`src/rtl/conv_feeder_pkg.sv`:
```
// ============================================================================
// Module   : conv_feeder_pkg
// Brief    : Shared widths, MAC latency and sequencer state encoding for the
//            convolver input feeder.
// Revision : 1.0 - initial release
// ============================================================================
`default_nettype none

package conv_feeder_pkg;

    localparam int WID_LINE   = 16;
    localparam int WID_FILTER = 16;
    localparam int ADDR_FIFO  = 10;
    localparam int K          = 3;
    localparam int MAC_LAT    = 2;

    typedef enum logic [2:0] {
        IDLE      = 3'd0,
        CLR       = 3'd1,
        LOAD_FILT = 3'd2,
        STREAM    = 3'd3,
        DRAIN     = 3'd4
    } state_e;

    // Travels alongside each MAC slot so the frame's final window is tagged.
    typedef struct packed {
        logic mac;
        logic last;
    } mac_tag_t;

endpackage

`default_nettype wire

```
`src/rtl/conv_feeder_if.sv`:
```
// ============================================================================
// Module   : conv_feeder_if
// Brief    : Upstream filter and pixel valid/ready streams into the feeder.
// Revision : 1.0 - initial release
// ============================================================================
`default_nettype none

interface conv_feeder_if #(
    parameter int WID_LINE   = conv_feeder_pkg::WID_LINE,
    parameter int WID_FILTER = conv_feeder_pkg::WID_FILTER
) ();
    import conv_feeder_pkg::*;

    logic                  filt_valid;
    logic                  filt_ready;
    logic [WID_FILTER-1:0] filt_data;
    logic                  pix_valid;
    logic                  pix_ready;
    logic [WID_LINE-1:0]   pix_data;

    modport master (
        output filt_valid, filt_data, pix_valid, pix_data,
        input  filt_ready, pix_ready
    );

    modport slave (
        input  filt_valid, filt_data, pix_valid, pix_data,
        output filt_ready, pix_ready
    );

endinterface

`default_nettype wire

```
`src/rtl/conv_feed_delay.sv`:
```
// ============================================================================
// Module   : conv_feed_delay
// Brief    : DEPTH-stage shift register aligning {mac, last} with the array's
//            MAC latency; synchronous flush empties it.
// Revision : 1.0 - initial release
// ============================================================================
`default_nettype none

module conv_feed_delay
    import conv_feeder_pkg::*;
#(
    parameter int DEPTH = conv_feeder_pkg::MAC_LAT
) (
    input  wire logic     clk,
    input  wire logic     rst,
    input  wire logic     flush,
    input  wire mac_tag_t din,
    output mac_tag_t      dout
);

    mac_tag_t r_pipe [DEPTH];

    always_ff @(posedge clk or posedge rst) begin
        if (rst) begin
            for (int i = 0; i < DEPTH; i++) r_pipe[i] <= '0;
        end else if (flush) begin
            for (int i = 0; i < DEPTH; i++) r_pipe[i] <= '0;
        end else begin
            r_pipe[0] <= din;
            for (int i = 1; i < DEPTH; i++) r_pipe[i] <= r_pipe[i-1];
        end
    end

    assign dout = r_pipe[DEPTH-1];

endmodule

`default_nettype wire

```
`src/rtl/conv_feeder.sv`:
```
// ============================================================================
// Module   : conv_feeder
// Brief    : Per-layer sequencer feeding the convolver array: clear, filter
//            load, pixel stream with window-gated MAC enable, drain.
// Revision : 1.0 - initial release
// ============================================================================
`default_nettype none

module conv_feeder
    import conv_feeder_pkg::*;
#(
    parameter int WID_LINE   = conv_feeder_pkg::WID_LINE,
    parameter int WID_FILTER = conv_feeder_pkg::WID_FILTER,
    parameter int ADDR_FIFO  = conv_feeder_pkg::ADDR_FIFO,
    parameter int K          = conv_feeder_pkg::K,
    parameter int MAC_LAT    = conv_feeder_pkg::MAC_LAT
) (
    input  wire logic                  clk,
    input  wire logic                  rst,
    input  wire logic                  start,
    input  wire logic                  abort,
    input  wire logic [ADDR_FIFO-1:0]  cfg_row_length,
    input  wire logic [ADDR_FIFO-1:0]  cfg_n_rows,
    conv_feeder_if.slave               up,
    output logic                       line_buffer_reset,
    output logic [ADDR_FIFO-1:0]       row_length,
    output logic                       shifting_line,
    output logic [WID_LINE-1:0]        input_line,
    output logic                       shifting_filter,
    output logic [WID_FILTER-1:0]      input_filter,
    output logic                       mac_enable,
    output logic                       output_valid,
    output logic                       out_last,
    output logic                       busy,
    output logic                       done,
    output logic                       cfg_err
);

    localparam int                   c_filt_w     = $clog2(K*K);
    localparam logic [c_filt_w-1:0]  c_filt_last  = c_filt_w'(K*K-1);
    localparam int                   c_drain_w    = (MAC_LAT > 1) ? $clog2(MAC_LAT) : 1;
    localparam logic [c_drain_w-1:0] c_drain_last = c_drain_w'(MAC_LAT-1);
    localparam logic [ADDR_FIFO-1:0] c_k          = ADDR_FIFO'(K);
    localparam logic [ADDR_FIFO-1:0] c_k_m1       = ADDR_FIFO'(K-1);

    state_e                r_state;
    logic [ADDR_FIFO-1:0]  r_n_rows;
    logic [ADDR_FIFO-1:0]  r_col;
    logic [ADDR_FIFO-1:0]  r_row;
    logic [c_filt_w-1:0]   r_filt_cnt;
    logic [c_drain_w-1:0]  r_drain_cnt;
    logic                  r_mac_last;

    logic                  w_filt_hs;
    logic                  w_pix_hs;
    logic                  w_cfg_bad;
    logic                  w_window;
    logic                  w_col_end;
    logic                  w_last_pix;
    logic                  w_flush;
    mac_tag_t              w_tag_in;
    mac_tag_t              w_tag_out;

    assign w_filt_hs  = up.filt_valid & up.filt_ready;
    assign w_pix_hs   = up.pix_valid & up.pix_ready;
    assign w_cfg_bad  = (cfg_row_length < c_k) || (cfg_n_rows < c_k);
    assign w_window   = (r_row >= c_k_m1) && (r_col >= c_k_m1);
    // row_length >= K is guaranteed here, so the subtraction never wraps.
    assign w_col_end  = (r_col == row_length - 1'b1);
    assign w_last_pix = w_col_end && (r_row == r_n_rows - 1'b1);
    assign w_flush    = abort && (r_state != IDLE);

    always_ff @(posedge clk or posedge rst) begin
        if (rst) begin
            r_state           <= IDLE;
            r_n_rows          <= '0;
            r_col             <= '0;
            r_row             <= '0;
            r_filt_cnt        <= '0;
            r_drain_cnt       <= '0;
            r_mac_last        <= 1'b0;
            row_length        <= '0;
            line_buffer_reset <= 1'b0;
            shifting_line     <= 1'b0;
            input_line        <= '0;
            shifting_filter   <= 1'b0;
            input_filter      <= '0;
            mac_enable        <= 1'b0;
            busy              <= 1'b0;
            done              <= 1'b0;
            cfg_err           <= 1'b0;
            up.filt_ready     <= 1'b0;
            up.pix_ready      <= 1'b0;
        end else begin
            line_buffer_reset <= 1'b0;
            shifting_filter   <= 1'b0;
            shifting_line     <= 1'b0;
            mac_enable        <= 1'b0;
            r_mac_last        <= 1'b0;
            done              <= 1'b0;
            cfg_err           <= 1'b0;

            if (w_flush) begin
                r_state       <= IDLE;
                busy          <= 1'b0;
                up.filt_ready <= 1'b0;
                up.pix_ready  <= 1'b0;
            end else begin
                case (r_state)
                    IDLE: begin
                        if (start) begin
                            row_length  <= cfg_row_length;
                            r_n_rows    <= cfg_n_rows;
                            r_col       <= '0;
                            r_row       <= '0;
                            r_filt_cnt  <= '0;
                            r_drain_cnt <= '0;
                            if (w_cfg_bad) begin
                                cfg_err <= 1'b1;
                                done    <= 1'b1;
                            end else begin
                                r_state           <= CLR;
                                busy              <= 1'b1;
                                line_buffer_reset <= 1'b1;
                            end
                        end
                    end
                    CLR: begin
                        r_state       <= LOAD_FILT;
                        up.filt_ready <= 1'b1;
                    end
                    LOAD_FILT: begin
                        if (w_filt_hs) begin
                            shifting_filter <= 1'b1;
                            input_filter    <= up.filt_data;
                            if (r_filt_cnt == c_filt_last) begin
                                up.filt_ready <= 1'b0;
                                up.pix_ready  <= 1'b1;
                                r_state       <= STREAM;
                            end else begin
                                r_filt_cnt <= r_filt_cnt + 1'b1;
                            end
                        end
                    end
                    STREAM: begin
                        if (w_pix_hs) begin
                            shifting_line <= 1'b1;
                            input_line    <= up.pix_data;
                            mac_enable    <= w_window;
                            r_mac_last    <= w_window && w_last_pix;
                            if (w_last_pix) begin
                                up.pix_ready <= 1'b0;
                                r_state      <= DRAIN;
                            end else if (w_col_end) begin
                                r_col <= '0;
                                r_row <= r_row + 1'b1;
                            end else begin
                                r_col <= r_col + 1'b1;
                            end
                        end
                    end
                    DRAIN: begin
                        // done lands together with the final output_valid.
                        if (r_drain_cnt == c_drain_last) begin
                            done    <= 1'b1;
                            busy    <= 1'b0;
                            r_state <= IDLE;
                        end else begin
                            r_drain_cnt <= r_drain_cnt + 1'b1;
                        end
                    end
                    default: r_state <= IDLE;
                endcase
            end
        end
    end

    assign w_tag_in = '{mac: mac_enable, last: r_mac_last};

    conv_feed_delay #(
        .DEPTH (MAC_LAT)
    ) u_delay (
        .clk   (clk),
        .rst   (rst),
        .flush (w_flush),
        .din   (w_tag_in),
        .dout  (w_tag_out)
    );

    assign output_valid = w_tag_out.mac;
    assign out_last     = w_tag_out.last;

endmodule

`default_nettype wire

```
`src/flat_wrapper.sv`:
```
// flat-port wrapper written by rule: the top's interface ports become plain ports
module conv_feeder_flat import conv_feeder_pkg::*;
#(
    parameter int WID_LINE   = conv_feeder_pkg::WID_LINE,
    parameter int WID_FILTER = conv_feeder_pkg::WID_FILTER,
    parameter int ADDR_FIFO  = conv_feeder_pkg::ADDR_FIFO,
    parameter int K          = conv_feeder_pkg::K,
    parameter int MAC_LAT    = conv_feeder_pkg::MAC_LAT
)
  (clk, rst, start, abort, cfg_row_length, cfg_n_rows, line_buffer_reset, row_length, shifting_line, input_line, shifting_filter, input_filter, mac_enable, output_valid, out_last, busy, done, cfg_err, up_filt_valid, up_filt_data, up_pix_valid, up_pix_data, up_filt_ready, up_pix_ready);
  conv_feeder_if #(.WID_LINE(WID_LINE), .WID_FILTER(WID_FILTER)) up_i ();
  input  wire logic clk;
  input  wire logic rst;
  input  wire logic start;
  input  wire logic abort;
  input  wire logic [ADDR_FIFO-1:0] cfg_row_length;
  input  wire logic [ADDR_FIFO-1:0] cfg_n_rows;
  output logic line_buffer_reset;
  output logic [ADDR_FIFO-1:0] row_length;
  output logic shifting_line;
  output logic [WID_LINE-1:0] input_line;
  output logic shifting_filter;
  output logic [WID_FILTER-1:0] input_filter;
  output logic mac_enable;
  output logic output_valid;
  output logic out_last;
  output logic busy;
  output logic done;
  output logic cfg_err;
  input wire logic [$bits(up_i.filt_valid)-1:0] up_filt_valid;
  input wire logic [$bits(up_i.filt_data)-1:0] up_filt_data;
  input wire logic [$bits(up_i.pix_valid)-1:0] up_pix_valid;
  input wire logic [$bits(up_i.pix_data)-1:0] up_pix_data;
  output wire logic [$bits(up_i.filt_ready)-1:0] up_filt_ready;
  output wire logic [$bits(up_i.pix_ready)-1:0] up_pix_ready;
  assign up_i.filt_valid = up_filt_valid;
  assign up_i.filt_data = up_filt_data;
  assign up_i.pix_valid = up_pix_valid;
  assign up_i.pix_data = up_pix_data;
  assign up_filt_ready = up_i.filt_ready;
  assign up_pix_ready = up_i.pix_ready;
  conv_feeder #(.WID_LINE(WID_LINE), .WID_FILTER(WID_FILTER), .ADDR_FIFO(ADDR_FIFO), .K(K), .MAC_LAT(MAC_LAT)) u_core (.clk(clk), .rst(rst), .start(start), .abort(abort), .cfg_row_length(cfg_row_length), .cfg_n_rows(cfg_n_rows), .up(up_i), .line_buffer_reset(line_buffer_reset), .row_length(row_length), .shifting_line(shifting_line), .input_line(input_line), .shifting_filter(shifting_filter), .input_filter(input_filter), .mac_enable(mac_enable), .output_valid(output_valid), .out_last(out_last), .busy(busy), .done(done), .cfg_err(cfg_err));
endmodule
```
`config.mk`:
```
export PLATFORM = sky130hd
export DESIGN_NAME = conv_feeder_flat
export DESIGN_NICKNAME = d
export VERILOG_FILES = /design/src/rtl/conv_feeder_pkg.sv /design/src/rtl/conv_feeder_if.sv /design/src/rtl/conv_feed_delay.sv /design/src/rtl/conv_feeder.sv /design/src/flat_wrapper.sv
export SDC_FILE = /design/constraint.sdc
export NUM_CORES = 1
export LEC_CHECK = 0
export ABC_AREA = 1
export ABC_CLOCK_PERIOD_IN_PS = 5100
export BUFFER_PORTS_ARGS = -buffer_cell sky130_fd_sc_hd__buf_4
export CAP_MARGIN = 40
export CORE_AREA = 2 2 151 94
export DETAILED_ROUTE_END_ITERATION = 6
export DIE_AREA = 0 0 153 96
export PLACE_DENSITY = 0.68
export SLEW_MARGIN = 20
export SYNTH_ARGS = -nofsm -noshare
export SYNTH_HDL_FRONTEND = slang
export SYNTH_SLANG_ARGS = --single-unit
```
`constraint.sdc`:
```
create_clock -name clk -period 5.1 [get_ports clk]
set_input_delay 1.02 -clock clk [delete_from_list [all_inputs] [get_ports clk]]
set_output_delay 1.02 -clock clk [all_outputs]
set_load 0.02 [all_outputs]
```
==> results of run 1 <==
==> power by group through the flow <==
| stage | logic [mW] | clock network [mW] | registers [mW] |
|---|---|---|---|
| floorplan | 0.915 | 0 | 1.33 |
| global placement | 1.58 | 0 | 1.16 |
| detailed placement | 1.59 | 0 | 1.16 |
| CTS | 1.60 | 0.682 | 1.15 |
| global route | 1.78 | 0.716 | 1.18 |
| finish | 1.59 | 0.665 | 1.15 |
==> layer usage <==
metal  vias to the layer above  share of wire [%]  track usage [%]
met5                         -                  0                0
li1                       2431                  -                -
met1                      2141                 53             27.6
met3                        10                4.9             4.05
met4                         0               0.75             4.24
met2                       103                 42             25.1
==> worst min path at each step <==
stage | slack [ps] | endpoint | start
finish | 470 | u_core.u_delay.dout[0] | u_core.u_delay.r_pipe[2]
global route | 490 | u_core.input_filter[14] | u_core.input_filter[14]
CTS | 470 | u_core.u_delay.dout[0] | u_core.u_delay.r_pipe[2]
detailed placement | 460 | u_core.input_filter[14] | u_core.input_filter[14]
global placement | 460 | u_core.input_filter[15] | u_core.input_filter[15]
floorplan | 450 | u_core.u_delay.dout[0] | u_core.u_delay.r_pipe[2]
==> cells by family (layout without fill, tap and decap cells) <==
family          count (synthesis)  in the layout  share of synthesized area (%)
compound gates                 43             43                           4.82
xor+xnor                       25             25                           4.20
fa+ha+maj                       8              8                           1.92
buf+inv                        94            206                           7.32
flops                          94             94                           45.1
simple gates                  444            444                           36.6
==> worst reg2reg max path: cells and delay by family, from the launching register on <==
kind                   cells  cell delay, ps
AO/OA/AOI/OAI              2            1190
buffers and inverters      1              80
flip-flops                 1             430
AND/OR/NAND/NOR            6             860
==> sequential cells by signal (all words and copies together), names as in the netlist, 2 cells and up <==
| signal | flops |
|---|---|
| u_core.input_filter | 16 |
| u_core.input_line | 16 |
| u_core.r_col | 10 |
| u_core.r_n_rows | 10 |
| u_core.r_row | 10 |
| u_core.row_length | 10 |
| u_core.r_filt_cnt | 4 |
| u_core.r_state | 3 |
| u_core.u_delay.dout | 2 |
| u_core.u_delay.r_pipe | 2 |
==> cell type report <==
| cell class | instances | area, um2 |
|---|---|---|
| Fill cell | 1337 | 6860 |
| Multi-Input combinational cell | 520 | 2480 |
| Sequential cell | 94 | 2350 |
| Timing Repair Buffer | 112 | 841 |
| Inverter | 78 | 297 |
| Clock buffer | 9 | 225 |
| Tap cell | 175 | 219 |
| Clock inverter | 7 | 62.6 |
==> layout by cell type, fill, tap and decap left out, drive strengths merged, types with 9 or more instances in the layout <==
cell and count:
nand2 274, buf 112, dfrtp 94, inv 81
nor2 79, nand3 56, o21ai 29, xor2 17
nor4 11, nor3 10, clkbuf 9
==> cell usage after synthesis, drive strengths merged <==
cell type    n  share of area, %
xor2        17               2.9
o22ai        1              0.12
inv         77               5.5
nand3       56               5.7
a21boi       1              0.36
a21oi        5              0.48
nor2        79               6.5
or2          1              0.12
nor3b        3              0.43
o21ai       29               2.8
clkbuf      10              0.94
o31ai        3              0.43
a211oi       1              0.24
ha           8               1.9
a31oi        1              0.12
nand2      274                20
o21a         2              0.29
dfrtp       94                45
nand4        7              0.84
nand3b       2              0.29
nand2b       1              0.12
buf          6              0.74
nor4        11               1.3
clkinv       1             0.096
nor3        10               1.2
xnor2        8               1.3
==> impl_metrics.yaml, run 1 <==
power_and_ir_drop:
  p_leak_nw: 3.40
  swShare_pct: 44.5
  internal_power_mw: 1.89
  power_density_nw_per_um2: 526
  pwr-share-comb_pct: 46.7
  sequentialPowerShare_pct: 33.8
  p_clk_share_pct: 19.5
  power_switching_mw: 1.52
  p_total_mw: 3.41
  vdd_ir_drop_max_uv: 165
yosys:
  postSynthAreaPerCell_um2: 7.36
  syn_inst: 708
  synth_seq_area_share_pct: 45.1
  ys_ff_latch: 94
  yosysUniqueCellTypes: 37
  netlist_area_um2: 5210
  synth_warnings: 0
  syn-num-nets: 774
sta:
  rsz0062_at_grt: "false"
  finalSetupViolCount: 0
  min_period_ps: 2680
  slew_headroom_pct: 47.2
  final.setup.worst_slack_ps: 2420
  fin_crit_sh_pct: 52.5
  drv_slew: 0
  holdWs_ps: 467
  fmax_mhz: 373
  max_slew.worst_pin.slew_ps: 791
  hold_violations: 0
  setup_tns_ps: 0
  finClkSkew_ps: 9.65
floorplanning:
  chipHeight_um: 96
  die_x_um: 153
  initial_utilization_pct: 39.1
  coreArea_um2: 13300
  die-area_um2: 14700
  rows: 33
  io_pins: 111
critical_path:
  rr_endpoint: "u_core.r_row[8]"
  slowest_delay_ps: 710
  end_kind: "register"
  crit_path_end: "u_core.r_row[8]"
  crit_type: "in -> reg"
  cpLargestDelayFamily: "compound AO/OA/AOI/OAI gates"
  path_cells: "buf_4 > inv_1 > nor2_1 > a211oi_2 > a21boi_4 > nand2_2 > nand2_1 > nand2_1"
  crit_start: "abort"
  crit_path_top_delay_cell: "a211oi_2"
  start_kind: "input pin"
  cp_num_cells: 8
  cp_common_cell: "nand2_1"
  r2r.worst_path.cells: 9
  rr_startpoint: "u_core.r_state[0]"
  rrSetupSlack_ps: 2450
  cp_max_fo: 12
  cp.buffers_inverters: 2
  worstPathArrival_ps: 2920
  worstPathRequired_ps: 5340
status:
  status: "completed"
cts:
  clkLatencyLatePin_ps: 350
  cts_tree: "yes"
  cts_hold_buf: 0
  clkSlewWorstSetupHoldPaths_ps: 80
  cts_resized: 0
  cts_setup_buffers: 0
  root_buffer: "clkbuf_16"
  cts_buffer_depth: 2
  cts_inserted_buffers: 9
  clock-sinks: 94
  htree_levels: 3
finish:
  final_area_um2: 6480
  fin_nets: 881
  num_antenna_cells: 0
  final_util_pct: 48.6
  final_cell_count_no_fill: 995
  syn_to_final_growth_pct: 24.3
  drive_gt1_share_pct: 19.9
grt:
  antenna_found_initial: 0
  grtUsageTotal_pct: 17.9
  grt_pass1_wl_um: 21000
  grt_start_max_net_pins: 57
  grt_pass1_vias: 4192
  grt_overflow_total: 0
route:
  vias: 4685
  finalWirelength_um: 12900
  vias_per_cell: 4.71
  drt-wirelength-per-cell_um: 13.0
  drtAntennaViolNets: 0
  first_pass_iters: 4
  drcViolationCount: 0
  drt_iter0_markers: 321
place:
  placed_cells: 979
  place_congestion: 0.865
  place_ws_ps: 2090
  place_hpwl_um: 9750
  numPortBuffers: 110
  placed_area_um2: 6190
hold_path:
  holdPathStages: 2
  hold_path.class: "reg -> reg"
job:
  max_cap_viol_count: 0
No activity file was read; power rests on OpenSTA's default activity.
==> run 2, diff against run 1 <==
--- a/config.mk
+++ b/config.mk
@@ -6,13 +6,13 @@
 export NUM_CORES = 1
 export LEC_CHECK = 0
 export ABC_AREA = 1
-export ABC_CLOCK_PERIOD_IN_PS = 5100
+export ABC_CLOCK_PERIOD_IN_PS = 2200
 export BUFFER_PORTS_ARGS = -buffer_cell sky130_fd_sc_hd__buf_4
 export CAP_MARGIN = 40
 export CORE_AREA = 2 2 151 94
 export DETAILED_ROUTE_END_ITERATION = 6
 export DIE_AREA = 0 0 153 96
-export PLACE_DENSITY = 0.68
+export PLACE_DENSITY = 0.7
 export SLEW_MARGIN = 20
 export SYNTH_ARGS = -nofsm -noshare
 export SYNTH_HDL_FRONTEND = slang
==> constraint.sdc (replaced) <==
create_clock -name clk -period 2.2 [get_ports clk]
set_input_delay 0.44 -clock clk [delete_from_list [all_inputs] [get_ports clk]]
set_output_delay 0.44 -clock clk [all_outputs]
set_load 0.02 [all_outputs]
==> run 2 against run 1 <==
Effect of this change:
- core utilization up 3.0 points
- global-route usage up 0.25 points
- via count up 3.5%
- die area unchanged
- clock skew down 2.5 ps
- clock-buffer cell count unchanged
- worst setup slack worse by 2300 ps
- first-iteration DRC count down 1.6%
- highest routed layer unchanged
- critical path depth up 6
- combinational power rose to 2.7 times the previous value
==> impl_metrics.yaml, run 2 (same netlist as run 1, synthesis figures left out) <==
critical_path:
  crit_type: "reg -> reg"
  crit_path_top_delay_cell: "dfrtp_1"
  start_kind: "register"
  cp_common_cell: "nand3_1"
  slowest_delay_ps: 370
  worstPathArrival_ps: 2360
  cp_max_fo: 8
  worstPathRequired_ps: 2430
  path_cells: "inv_2 > ha_4 > or2_2 > nand3_2 > nand3_1 > nor2_1 > nand3_1 > nor2_2 > nand2_1 > nand2_2 > nand2_8 > buf_6 > nand3_1 > nand2_1"
  end_kind: "register"
sta:
  rsz0062_at_grt: "true"
  finClkSkew_ps: 7.12
  slew_headroom_pct: 63.5
  fmax_mhz: 470
  min_period_ps: 2130
  holdWs_ps: 240
  finalSetupViolCount: 0
  hold_violations: 0
  fin_crit_sh_pct: 96.6
  drv_slew: 0
  max_slew.worst_pin.slew_ps: 546
cts:
  clkLatencyLatePin_ps: 340
  clkSlewWorstSetupHoldPaths_ps: 70
  root_buffer: "clkbuf_16"
  cts_hold_buf: 0
  clock-sinks: 94
  cts_tree: "yes"
  htree_levels: 3
  cts_buffer_depth: 2
  cts_inserted_buffers: 9
power_and_ir_drop:
  power_density_nw_per_um2: 1260
  p_clk_share_pct: 19.4
  sequentialPowerShare_pct: 30.8
  vdd_ir_drop_max_uv: 425
  power_switching_mw: 3.73
  pwr-share-comb_pct: 49.8
  internal_power_mw: 4.94
  p_total_mw: 8.67
  p_leak_nw: 3.56
  swShare_pct: 43.0
job:
  max_cap_viol_count: 0
floorplanning:
  die_x_um: 153
  chipHeight_um: 96
  io_pins: 111
  initial_utilization_pct: 39.1
  coreArea_um2: 13300
  rows: 33
  die-area_um2: 14700
route:
  met2_length_um: 5640
  routed-wl-met3_um: 615
  top_layer: "met4"
  vias_per_cell: 4.76
  finalWirelength_um: 13400
  drt_iter0_markers: 316
  m1WireLength_um: 7020
  first_pass_iters: 5
  drt-wirelength-per-cell_um: 13.2
  drtAntennaViolNets: 0
  drcViolationCount: 0
  vias: 4848
finish:
  drive_gt1_share_pct: 25.4
  fin_nets: 905
  final_area_um2: 6880
  final_common_cell: "nand2_1"
  reg_top3: "u_core.input_filter (16), u_core.input_line (16)"
  syn_to_final_growth_pct: 32.0
  num_antenna_cells: 0
  layout_common_cells: "nand2_1 (263), buf_4 (129), dfrtp_1 (94)"
  fillers: 1285
grt:
  grt_overflow_total: 0
  grt_pass1_vias: 4387
  grt_pass1_wl_um: 21500
  grt_start_max_net_pins: 95
  antenna_found_initial: 0
  grtUsageTotal_pct: 18.1
place:
  place_congestion: 0.897
  placed_area_um2: 6370
  place_hpwl_um: 9810
  numPortBuffers: 110
hold_path:
  hold_path.class: "in -> async"
status:
  status: "completed"
==> run 2: changes by cell type in the layout (fill, tap and decap cells not counted), moves of 3 or more <==
cell and delta:
buf_4 +17, nand3_1 -14, nand3_2 +14, buf_6 +5, nor2_1 -4, inv_1 -3, inv_2 +3, nor2_2 +3
==> run 2: power by group through the flow <==
stage                     logic, mW  registers [mW]  clock network (mW)
after floorplan                2.12            3.08                   0
after detailed placement       3.92            2.68                   0
final                          4.31            2.67                1.68
after global routing           4.76            2.74                1.80
after global placement         3.88            2.68                   0
after CTS                      3.93            2.66                1.73
==> run 2: repair_timing <==
item                       4_1_cts  5_1_grt
resized for setup                2       38
setup endpoints to repair       15       24
pin swaps                        0       24
cloned                           0        1
setup buffers                    0        3
==> run 2: metrics by stage <==
stage	TNS, ps	utilization [%]	std cells	setup WS (ps)
4_1_cts	0	50.2	1015	35.5
3_3_place_gp	0	47.7	999	99.6
5_1_grt	-1180	51.6	1019	-82.5
2_1_floorplan	0	-	708	116
6_report	0	51.6	1019	74.3
3_5_place_dp	-2.54	47.7	999	-1.36
==> run 2: final cells by class <==
class | count | area (um2) | area share (%)
Multi-Input combinational cell | 520 | 2630 | 38.2
Sequential cell | 94 | 2350 | 34.2
Timing Repair Buffer | 136 | 1060 | 15.5
Inverter | 78 | 298 | 4.33
Clock buffer | 9 | 225 | 3.27
Tap cell | 175 | 219 | 3.18
Clock inverter | 7 | 95.1 | 1.38
==> run 2: worst paths after layout <==
check | from | endpoint | slack, ps | cells after the start
worst max-delay path | u_core.r_n_rows[1] | u_core.r_col[0] | 70 | 14
worst min-delay path | rst | u_core.input_filter[5] | 240 | 3
worst max register to register | u_core.r_n_rows[1] | u_core.r_col[0] | 70 | 14
worst min register to register | u_core.u_delay.r_pipe[3] | u_core.u_delay.dout[1] | 470 | 2
max in group asynchronous | rst | u_core.r_state[1] | 1570 | 3
min in group clk | up_pix_data[5] | u_core.input_line[5] | 290 | 3
==> run 2: critical path: cells and delay by family (launching register included) <==
kind | cells | cell delay, ps
buffers and inverters | 2 | 220
AND/OR/NAND/NOR | 11 | 1270
adder cells (fa/ha/maj) | 1 | 160
flip-flops | 1 | 370
==> run 2: per-layer routing <==
| layer | vias up | track usage [%] |
|---|---|---|
| met3 | 13 | 3.69 |
| met5 | - | 0 |
| met2 | 110 | 26.6 |
| li1 | 2484 | - |
| met4 | 0 | 3.78 |
| met1 | 2241 | 27.5 |
